File: src/rtl/sig16b_conv_sched_pkg.sv
// Echo-cancel common definitions: sample/double widths, exponent bias and the
// scheduler FSM encoding.
package sig16b_conv_sched_pkg;

  localparam int DOUBLE_W = 64;
  localparam int SAMPLE_W = 16;
  localparam int BIAS     = 1023;

  localparam logic [1:0] ST_IDLE = 2'd0;
  localparam logic [1:0] ST_LOAD = 2'd1;
  localparam logic [1:0] ST_RUN  = 2'd2;
  localparam logic [1:0] ST_HOLD = 2'd3;

  function automatic logic [DOUBLE_W-1:0] signed_zero(input logic sign);
    return {sign, {(DOUBLE_W-1){1'b0}}};
  endfunction

endpackage

File: src/rtl/sig16b_conv_sched_s2d.sv
// Iterative 16-bit sign-magnitude to IEEE-754 double converter: rst loads the
// sample, then one normalising left shift per cycle until stop (value = mag/2^14).
module sig16b_to_double
  import sig16b_conv_sched_pkg::*;
(
  input  logic                clk,
  input  logic                rst,
  input  logic [SAMPLE_W-1:0] din,
  output logic [DOUBLE_W-1:0] dout,
  output logic                stop
);

  logic        sign_q, sign_d;
  logic [14:0] norm_q, norm_d;
  logic [10:0] exp_q,  exp_d;
  logic [3:0]  cnt_q,  cnt_d;

  // A zero magnitude never normalises; the shift counter bounds it to 15 steps.
  assign stop = norm_q[14] | (cnt_q == 4'd15);
  assign dout = {sign_q, exp_q, norm_q[13:0], 38'b0};

  // NOTE: every signal gets a default first so no path leaves it unassigned,
  // which would otherwise infer a latch.
  always_comb begin
    sign_d = sign_q;
    norm_d = norm_q;
    exp_d  = exp_q;
    cnt_d  = cnt_q;
    if (rst) begin
      sign_d = din[15];
      norm_d = din[14:0];
      exp_d  = 11'(BIAS);
      cnt_d  = '0;
    end else if (!stop) begin
      norm_d = {norm_q[13:0], 1'b0};
      exp_d  = exp_q - 11'd1;
      cnt_d  = cnt_q + 4'd1;
    end
  end

  // NOTE: state registers use non-blocking assignments so every flop samples
  // pre-edge values regardless of statement order.
  always_ff @(posedge clk) begin
    sign_q <= sign_d;
    norm_q <= norm_d;
    exp_q  <= exp_d;
    cnt_q  <= cnt_d;
  end

endmodule

File: src/rtl/sig16b_conv_sched.sv
// Round-robin scheduler sharing one sig16b_to_double converter among NCH
// sample streams, with signed-zero patch and a conversion watchdog.
module sig16b_conv_sched
  import sig16b_conv_sched_pkg::*;
#(
  parameter  int NCH     = 2,
  parameter  int TIMEOUT = 24,
  localparam int CW      = $clog2(NCH)
) (
  input  logic                    clk,
  input  logic                    rst,
  input  logic [NCH-1:0]          req_valid,
  input  logic [SAMPLE_W*NCH-1:0] req_data,
  output logic [NCH-1:0]          req_ready,
  output logic                    out_valid,
  input  logic                    out_ready,
  output logic [DOUBLE_W-1:0]     out_double,
  output logic [CW-1:0]           out_chan,
  output logic                    busy,
  output logic                    err_timeout
);

  localparam int WDW = $clog2(TIMEOUT + 1);

  logic [1:0]          state_q, state_d;
  logic [CW-1:0]       ptr_q, ptr_d;
  logic [SAMPLE_W-1:0] data_q, data_d;
  logic [CW-1:0]       chan_q, chan_d;
  logic [WDW-1:0]      wd_q, wd_d;
  logic [DOUBLE_W-1:0] out_double_q, out_double_d;
  logic [CW-1:0]       out_chan_q, out_chan_d;
  logic                err_q, err_d;

  logic                found;
  logic [CW-1:0]       grant, cand;
  logic                conv_rst, conv_stop;
  logic [DOUBLE_W-1:0] conv_dout;

  // Held in its load state throughout system reset and for the LOAD cycle.
  assign conv_rst = ~rst | (state_q == ST_LOAD);

  sig16b_to_double u_conv (
    .clk  (clk),
    .rst  (conv_rst),
    .din  (data_q),
    .dout (conv_dout),
    .stop (conv_stop)
  );

  // Round-robin search starting one past the last granted channel.
  always_comb begin
    found = 1'b0;
    grant = '0;
    cand  = '0;
    for (int i = 1; i <= NCH; i++) begin
      cand = CW'((int'(ptr_q) + i) % NCH);
      if (!found && req_valid[cand]) begin
        found = 1'b1;
        grant = cand;
      end
    end
  end

  always_comb begin
    state_d      = state_q;
    ptr_d        = ptr_q;
    data_d       = data_q;
    chan_d       = chan_q;
    wd_d         = wd_q;
    out_double_d = out_double_q;
    out_chan_d   = out_chan_q;
    err_d        = err_q;
    req_ready    = '0;
    case (state_q)
      ST_IDLE: begin
        if (found) begin
          req_ready[grant] = 1'b1;
          data_d  = req_data[int'(grant)*SAMPLE_W +: SAMPLE_W];
          chan_d  = grant;
          ptr_d   = grant;
          state_d = ST_LOAD;
        end
      end
      ST_LOAD: begin
        wd_d    = '0;
        state_d = ST_RUN;
      end
      ST_RUN: begin
        wd_d = wd_q + WDW'(1);
        if (conv_stop) begin
          out_double_d = (data_q[14:0] == 15'd0) ? signed_zero(data_q[15]) : conv_dout;
          out_chan_d   = chan_q;
          state_d      = ST_HOLD;
        end else if (wd_q == WDW'(TIMEOUT - 1)) begin
          err_d   = 1'b1;
          state_d = ST_IDLE;
        end
      end
      default: begin
        if (out_ready) state_d = ST_IDLE;
      end
    endcase
  end

  always_ff @(posedge clk) begin
    if (!rst) begin
      state_q      <= ST_IDLE;
      ptr_q        <= CW'(NCH - 1);
      data_q       <= '0;
      chan_q       <= '0;
      wd_q         <= '0;
      out_double_q <= '0;
      out_chan_q   <= '0;
      err_q        <= 1'b0;
    end else begin
      state_q      <= state_d;
      ptr_q        <= ptr_d;
      data_q       <= data_d;
      chan_q       <= chan_d;
      wd_q         <= wd_d;
      out_double_q <= out_double_d;
      out_chan_q   <= out_chan_d;
      err_q        <= err_d;
    end
  end

  assign out_valid   = (state_q == ST_HOLD);
  assign out_double  = out_double_q;
  assign out_chan    = out_chan_q;
  assign busy        = (state_q != ST_IDLE);
  assign err_timeout = err_q;

endmodule

File: config.mk
export PLATFORM = sky130hd
export DESIGN_NAME = sig16b_conv_sched
export DESIGN_NICKNAME = d
export VERILOG_FILES = /design/src/rtl/sig16b_conv_sched_pkg.sv /design/src/rtl/sig16b_conv_sched_s2d.sv /design/src/rtl/sig16b_conv_sched.sv
export SDC_FILE = /design/constraint.sdc
export NUM_CORES = 1
export LEC_CHECK = 0
export BUFFER_PORTS_ARGS = -buffer_cell sky130_fd_sc_hd__buf_2
export CORE_MARGIN = 2
export CORE_UTILIZATION = 51
export DETAILED_ROUTE_END_ITERATION = 8
export PLACE_DENSITY = 0.78
export SYNTH_ARGS = -nofsm -noshare
export SYNTH_HDL_FRONTEND = slang
export SYNTH_HIERARCHICAL = 1
export SYNTH_SLANG_ARGS = --single-unit
File: constraint.sdc
create_clock -name clk -period 2.13 [get_ports clk]
set_input_delay 0.3195 -clock clk [delete_from_list [all_inputs] [get_ports clk]]
set_output_delay 0.3195 -clock clk [all_outputs]
set_load 0.005 [all_outputs]
==> flow_metrics.env, run 1 <==
export IMPL_initial_core_util=0.5225
export IMPL_track_usage=0.2200
export IMPL_synth_top_family_by_area="simple AND/OR/NAND/NOR gates"
export IMPL_peakVddDrop_uv=654.2
export IMPL_synth_commonest_cells="dfxtp_1 (106), nand2_1 (75), nand3_1 (69), buf_4 (54), a21oi_1 (48)"
export IMPL_synth_compound_area_frac=0.1302
export IMPL_design_area_um2=6381
export IMPL_crit_start="state_q[1]$_SDFFE_PN0P_"
export IMPL_r2r_slack_ns=0.25
export IMPL_worstHoldPathType="in -> reg"
export IMPL_first_pass_iters=5
export IMPL_area_growth_pct=18.83
export IMPL_finalClockSkew_ns=0.007954
export IMPL_wl_um=12030
export IMPL_dp_hpwl_um=7996
export IMPL_cts_made_buffers=17
export IMPL_cts_tree="done"
export IMPL_yosys_area_top_type_share=0.3952
export IMPL_rsz0062_at_grt="false"
export IMPL_synth_area_leaders="dfxtp_1 (40%), edfxtp_1 (8.9%), buf_4 (7.5%)"
export IMPL_drive_above_1_share=0.2688
export IMPL_die_area_um2=11370
export IMPL_syn_area_per_cell_um2=9.243
export IMPL_ys_warn_count=6
export IMPL_seq_area_frac_synth=0.4846
export IMPL_gp_congestion=0.8060
export IMPL_hold_slack_ns=0.06595
export IMPL_finalWorstSetupSlack_ns=0.1060
export IMPL_final_max_slew_viol_count=0
export IMPL_crit_path_start_kind="register"
export IMPL_drt_iter0_drc=353
export IMPL_synth_xor_area_share=0.008155
export IMPL_worstPathArrival_ns=1.70
export IMPL_htreeDepth=4
export IMPL_power_density_nw_per_um2=1201
export IMPL_vias=4314
export IMPL_grt_max_degree=48
export IMPL_crit_path_max_fanout=16
export IMPL_status="complete, no violations"
export IMPL_preCtsSetupSlack_ns=0.05280
export IMPL_cts_buffer_depth=2
export IMPL_fp_dieH_um=106.6
export IMPL_core_um2=10280
export IMPL_synth_most_common_cell="dfxtp_1"
export IMPL_cp_required_ns=1.81
export IMPL_worstHoldStart="req_data[7]"
export IMPL_clkTransAtPathRegs_ns=0.06
export IMPL_nFillCells=879
export IMPL_die_x_um=106.6
export IMPL_synth_enable_flop_cells=16
export IMPL_synth_simple_area_share=0.1929
export IMPL_rows=37
export IMPL_ios=107
export IMPL_clockRootBuffer="clkbuf_8"
export IMPL_synth_seq_cells=122
export IMPL_synthFlopType="dfxtp_1"
export IMPL_instances_no_fill=813
export IMPL_maxCapViolCount=0
export IMPL_drc=0
export IMPL_fin_crit_ns=2.024
export IMPL_ys_async_sr_fraction=0
export IMPL_endpoint_kind="output pin"
export IMPL_n_antenna_cell=0
export IMPL_worstSkewPairLatency_ns=0.52
export IMPL_setup_violations=0
export IMPL_syn_inst=581
export IMPL_grt_overflow_total=0
export IMPL_vias_per_cell=5.306
export IMPL_synthAdderAreaFrac=0.01864
export IMPL_fin_tns_setup_ns=0
export IMPL_ys_types=49
export IMPL_antenna_found_initial=0
export IMPL_crit_type="reg -> out"
export IMPL_multi_input_area_um2=2293
export IMPL_dp_cells=781
export IMPL_ff2ff_path_depth=6
export IMPL_grt_pass1_vias=4203
export IMPL_wl_per_cell_um=14.80
export IMPL_regArea_um2=2603
export IMPL_worstReg2RegEnd="state_q[1]$_SDFFE_PN0P_"
export IMPL_finalHoldViolations=0
export IMPL_muxShareOfSynthArea=0.04637
export IMPL_syn_area_um2=5370
export IMPL_leakage_nw=2.672
export IMPL_fmax_mhz=494.1
export IMPL_min_to="data_q[7]$_SDFFE_PN0P_"
export IMPL_drtAntennaViolNets=0
export IMPL_nets=709
export IMPL_placed_cell_area_um2=5759
export IMPL_final_period_utilization=0.9502
export IMPL_whs_path_depth=3
export IMPL_cts_num_sinks=122
export IMPL_cts_hold_buf=0
export IMPL_yosysTopAreaCell="dfxtp_1"
export IMPL_r2r_start="state_q[0]$_SDFFE_PN0P_"
export IMPL_grt_pass1_wl_um=19670
export IMPL_portBuffers=106
-- timing repair --
action / 4_1_cts / 5_1_grt
resized for setup: 4 / 3
setup buffers: 0 / 0
setup endpoints to repair: 2 / 27
pin swaps: 0 / 0
-- logic make-up after synthesis --
group | Yosys count
fa+ha+maj | 8
other cells | 1
flops | 122
buf+inv | 105
simple gates | 212
mux | 23
xor+xnor | 5
compound gates | 105
-- critical path, cell delays in order, from the launching register on --
cell,delay (ns)
dfxtp_1,0.34
inv_1,0.16
ha_4,0.20
nand2_1,0.07
a21oi_2,0.12
buf_6,0.18
buf_2,0.13
-- layer usage --
metal	wire, um	vias to the layer above	GRT usage	part of all wire
li1	-	2109	-	-
met1	5181	2049	0.2731	0.43
met2	5943	139	0.3631	0.49
met3	731	17	0.06079	0.061
met4	175	0	0.08720	0.015
met5	0	-	0	0
-- layout make-up --
type | count | area share
flip-flops and latches | 122 | 0.4078
multi-input cells | 391 | 0.3594
repair buffers | 121 | 0.1053
clock buffers | 20 | 0.07137
well taps | 136 | 0.02667
clock inverters | 12 | 0.02294
inverters | 11 | 0.006471
-- placed cells by master (no fill, tap or decap), drive strengths merged, types with 16 or more instances in the layout --
cell / n
buf: 121
dfxtp: 106
nand2: 75
nand3: 69
a21oi: 49
conb: 38
nor2: 28
a21boi: 26
clkbuf: 20
edfxtp: 16
-- worst max path at each step --
stage | to | slack, ns | cells after the start
CTS | req_ready[0] | -0.01 | 6
detailed placement | state_q[1]$_SDFFE_PN0P_ | 0.05 | 5
global route | req_ready[0] | 0.004 | 6
global placement | state_q[1]$_SDFFE_PN0P_ | 0.17 | 5
finish | req_ready[0] | 0.11 | 6
floorplan | u_conv/norm_q[0]$_SDFFCE_PN0P_ | 0.06 | 7
-- report_power, final --
part,internal (W),switching (W)
logic,0.000720,0.00108
clock network,0.00186,0.000994
registers,0.00275,0.000260
-- stage by stage --
stage,utilization,total power [W]
detailed placement,0.5604,0.004742
global route,0.6209,0.008048
floorplan,-,0.004433
global placement,0.5604,0.004666
CTS,0.6198,0.007648
finish,0.6209,0.007666
-- registers in the layout (all words and copies together), names as in the netlist --
| name | count |
|---|---|
| chan_q | 1 |
| data_q | 16 |
| err_timeout | 1 |
| out_chan | 1 |
| out_double | 64 |
| ptr_q | 1 |
| state_q | 2 |
| u_conv/cnt_q | 4 |
| u_conv/exp_q | 11 |
| u_conv/norm_q | 15 |
| u_conv/sign_q | 1 |
| wd_q | 5 |
Note: power is estimated with default switching activity, not from simulation.
==> run 2, diff against run 1 <==
--- a/config.mk
+++ b/config.mk
@@ -6,10 +6,11 @@
 export NUM_CORES = 1
 export LEC_CHECK = 0
 export BUFFER_PORTS_ARGS = -buffer_cell sky130_fd_sc_hd__buf_2
+export CORE_ASPECT_RATIO = 1.75
 export CORE_MARGIN = 2
 export CORE_UTILIZATION = 51
 export DETAILED_ROUTE_END_ITERATION = 8
-export PLACE_DENSITY = 0.78
+export PLACE_DENSITY = 0.87
 export SYNTH_ARGS = -nofsm -noshare
 export SYNTH_HDL_FRONTEND = slang
 export SYNTH_HIERARCHICAL = 1
==> flow_metrics.env, run 2 (synthesis gave the netlist of run 1 again) <==
export IMPL_status="complete, no violations"
export IMPL_grt_pass1_wl_um=19350
export IMPL_die_area_um2=11400
export IMPL_clockRootBuffer="clkbuf_16"
export IMPL_rows=49
export IMPL_n_antenna_cell=0
export IMPL_vias=4359
export IMPL_mostFrequentLayoutCells="dfxtp_1 (106), buf_2 (106), nand2_1 (73), nand3_1 (69), a21oi_1 (48)"
export IMPL_clkTransAtPathRegs_ns=0.05
export IMPL_cts_made_buffers=17
export IMPL_first_pass_iters=8
export IMPL_critPathMaxStageDelay_ns=0.37
export IMPL_fin_util=0.6176
export IMPL_final_max_slew_viol_count=0
export IMPL_fin_tns_setup_ns=0
export IMPL_grt_pass1_vias=4143
export IMPL_critical_path_top_delay_family="simple AND/OR/NAND/NOR gates"
export IMPL_crit_type="reg -> out"
export IMPL_drc=0
export IMPL_drt_iter0_drc=278
export IMPL_initial_core_util=0.5245
export IMPL_rsz0062_at_grt="false"
export IMPL_cpMaxStageDelayCell="and2_2"
export IMPL_peakVddDrop_uv=762.0
export IMPL_cts_hold_buf=0
export IMPL_finalWorstSetupSlack_ns=0.1105
export IMPL_cts_tree="done"
export IMPL_drive_above_1_share=0.2633
export IMPL_vias_per_cell=5.428
export IMPL_antenna_found_initial=0
export IMPL_wl_per_cell_um=14.60
export IMPL_endpoint_kind="output pin"
export IMPL_worstPathArrival_ns=1.70
export IMPL_drtAntennaViolNets=0
export IMPL_fmax_mhz=495.2
export IMPL_cts_num_sinks=122
export IMPL_worstHoldPathType="in -> reg"
export IMPL_portBuffers=106
export IMPL_gp_congestion=0.8464
export IMPL_grt_overflow_total=0
export IMPL_nFillCells=833
export IMPL_nets=708
export IMPL_crit_path_start_kind="register"
export IMPL_crit_chain="inv_1, ha_4, and2_2, buf_2"
export IMPL_finalClockSkew_ns=0.005235
export IMPL_worstSkewPairLatency_ns=0.41
export IMPL_track_usage=0.2186
export IMPL_die_x_um=81.57
export IMPL_largest_reg_flops=64
export IMPL_total_power_w=0.007490
export IMPL_cts_buffer_depth=2
export IMPL_crit_buf_inv=2
export IMPL_core_um2=10240
export IMPL_finalHoldViolations=0
export IMPL_fin_crit_ns=2.020
export IMPL_area_growth_pct=17.75
export IMPL_cp_required_ns=1.81
export IMPL_preCtsSetupSlack_ns=0.1459
export IMPL_setup_violations=0
export IMPL_htreeDepth=4
export IMPL_hold_slack_ns=0.1735
export IMPL_grt_max_degree=40
export IMPL_fp_dieH_um=139.7
export IMPL_crit_path_max_fanout=18
export IMPL_power_density_nw_per_um2=1184
export IMPL_leakage_nw=2.653
export IMPL_ios=107
export IMPL_wl_um=11730
export IMPL_maxCapViolCount=0
export IMPL_final_period_utilization=0.9481
export IMPL_dp_hpwl_um=8340
-- run 2: cell count changes in the layout (fill, tap and decap cells not counted), sizes merged --
| cell | before | now |
|---|---|---|
| buf | 121 | 120 |
| bufinv | 3 | 2 |
| clkbuf | 20 | 19 |
| clkinv | 5 | 9 |
| clkinvlp | 5 | 3 |
-- run 2: stage by stage --
step / area, um^2 / cells
5_1_grt: 6324 / 803
2_1_floorplan: 5512 / 618
3_3_place_gp: 5720 / 770
3_5_place_dp: 5720 / 770
6_report: 6324 / 803
4_1_cts: 6304 / 802
-- run 2: worst paths after layout --
| kind | start | cells past startpoint | end | slack, ns |
|---|---|---|---|---|
| worst min-delay path | req_data[22] | 3 | data_q[6]$_SDFFE_PN0P_ | 0.17 |
| worst min register to register | out_double[15]$_SDFFE_PN0P_ | 2 | out_double[15]$_SDFFE_PN0P_ | 0.44 |
| worst max-delay path | state_q[0]$_SDFFE_PN0P_ | 4 | req_ready[1] | 0.11 |
| worst max register to register | state_q[0]$_SDFFE_PN0P_ | 6 | state_q[1]$_SDFFE_PN0P_ | 0.14 |
-- run 2: layer usage --
metal / up-vias / GRT usage / part of all wire
met3: 19 / 0.05901 / 0.059
met4: 0 / 0.08947 / 0.020
li1: 2109 / - / -
met1: 2068 / 0.2360 / 0.38
met2: 163 / 0.3900 / 0.55
met5: - / 0 / 0
-- run 2: power by group --
part           switching [W]  total, W  internal, W
logic                0.00104   0.00176     0.000716
clock network       0.000990   0.00270      0.00170
registers           0.000283   0.00304      0.00275
total                0.00232   0.00749      0.00517
-- run 2: repair_timing --
item	CTS	global route
buffers inserted	0	1
resized for setup	4	2
setup endpoints to repair	2	11
-- run 2: final cells by class --
class                           instances  area, um^2  area share
Clock buffer                           19       432.9     0.06846
Timing Repair Buffer                  120       651.9      0.1031
Tap cell                              127       158.9     0.02513
Sequential cell                       122        2603      0.4116
Inverter                               11       41.29    0.006529
Clock inverter                         13       128.9     0.02038
Multi-Input combinational cell        391        2307      0.3649
-- run 2: worst min-delay path, delay by kind of cell --
kind                   cells  cell delay, ns
AOI/OAI and AO/OA          1            0.07
buffers and inverters      1            0.08
and+or+nand+nor            1            0.08
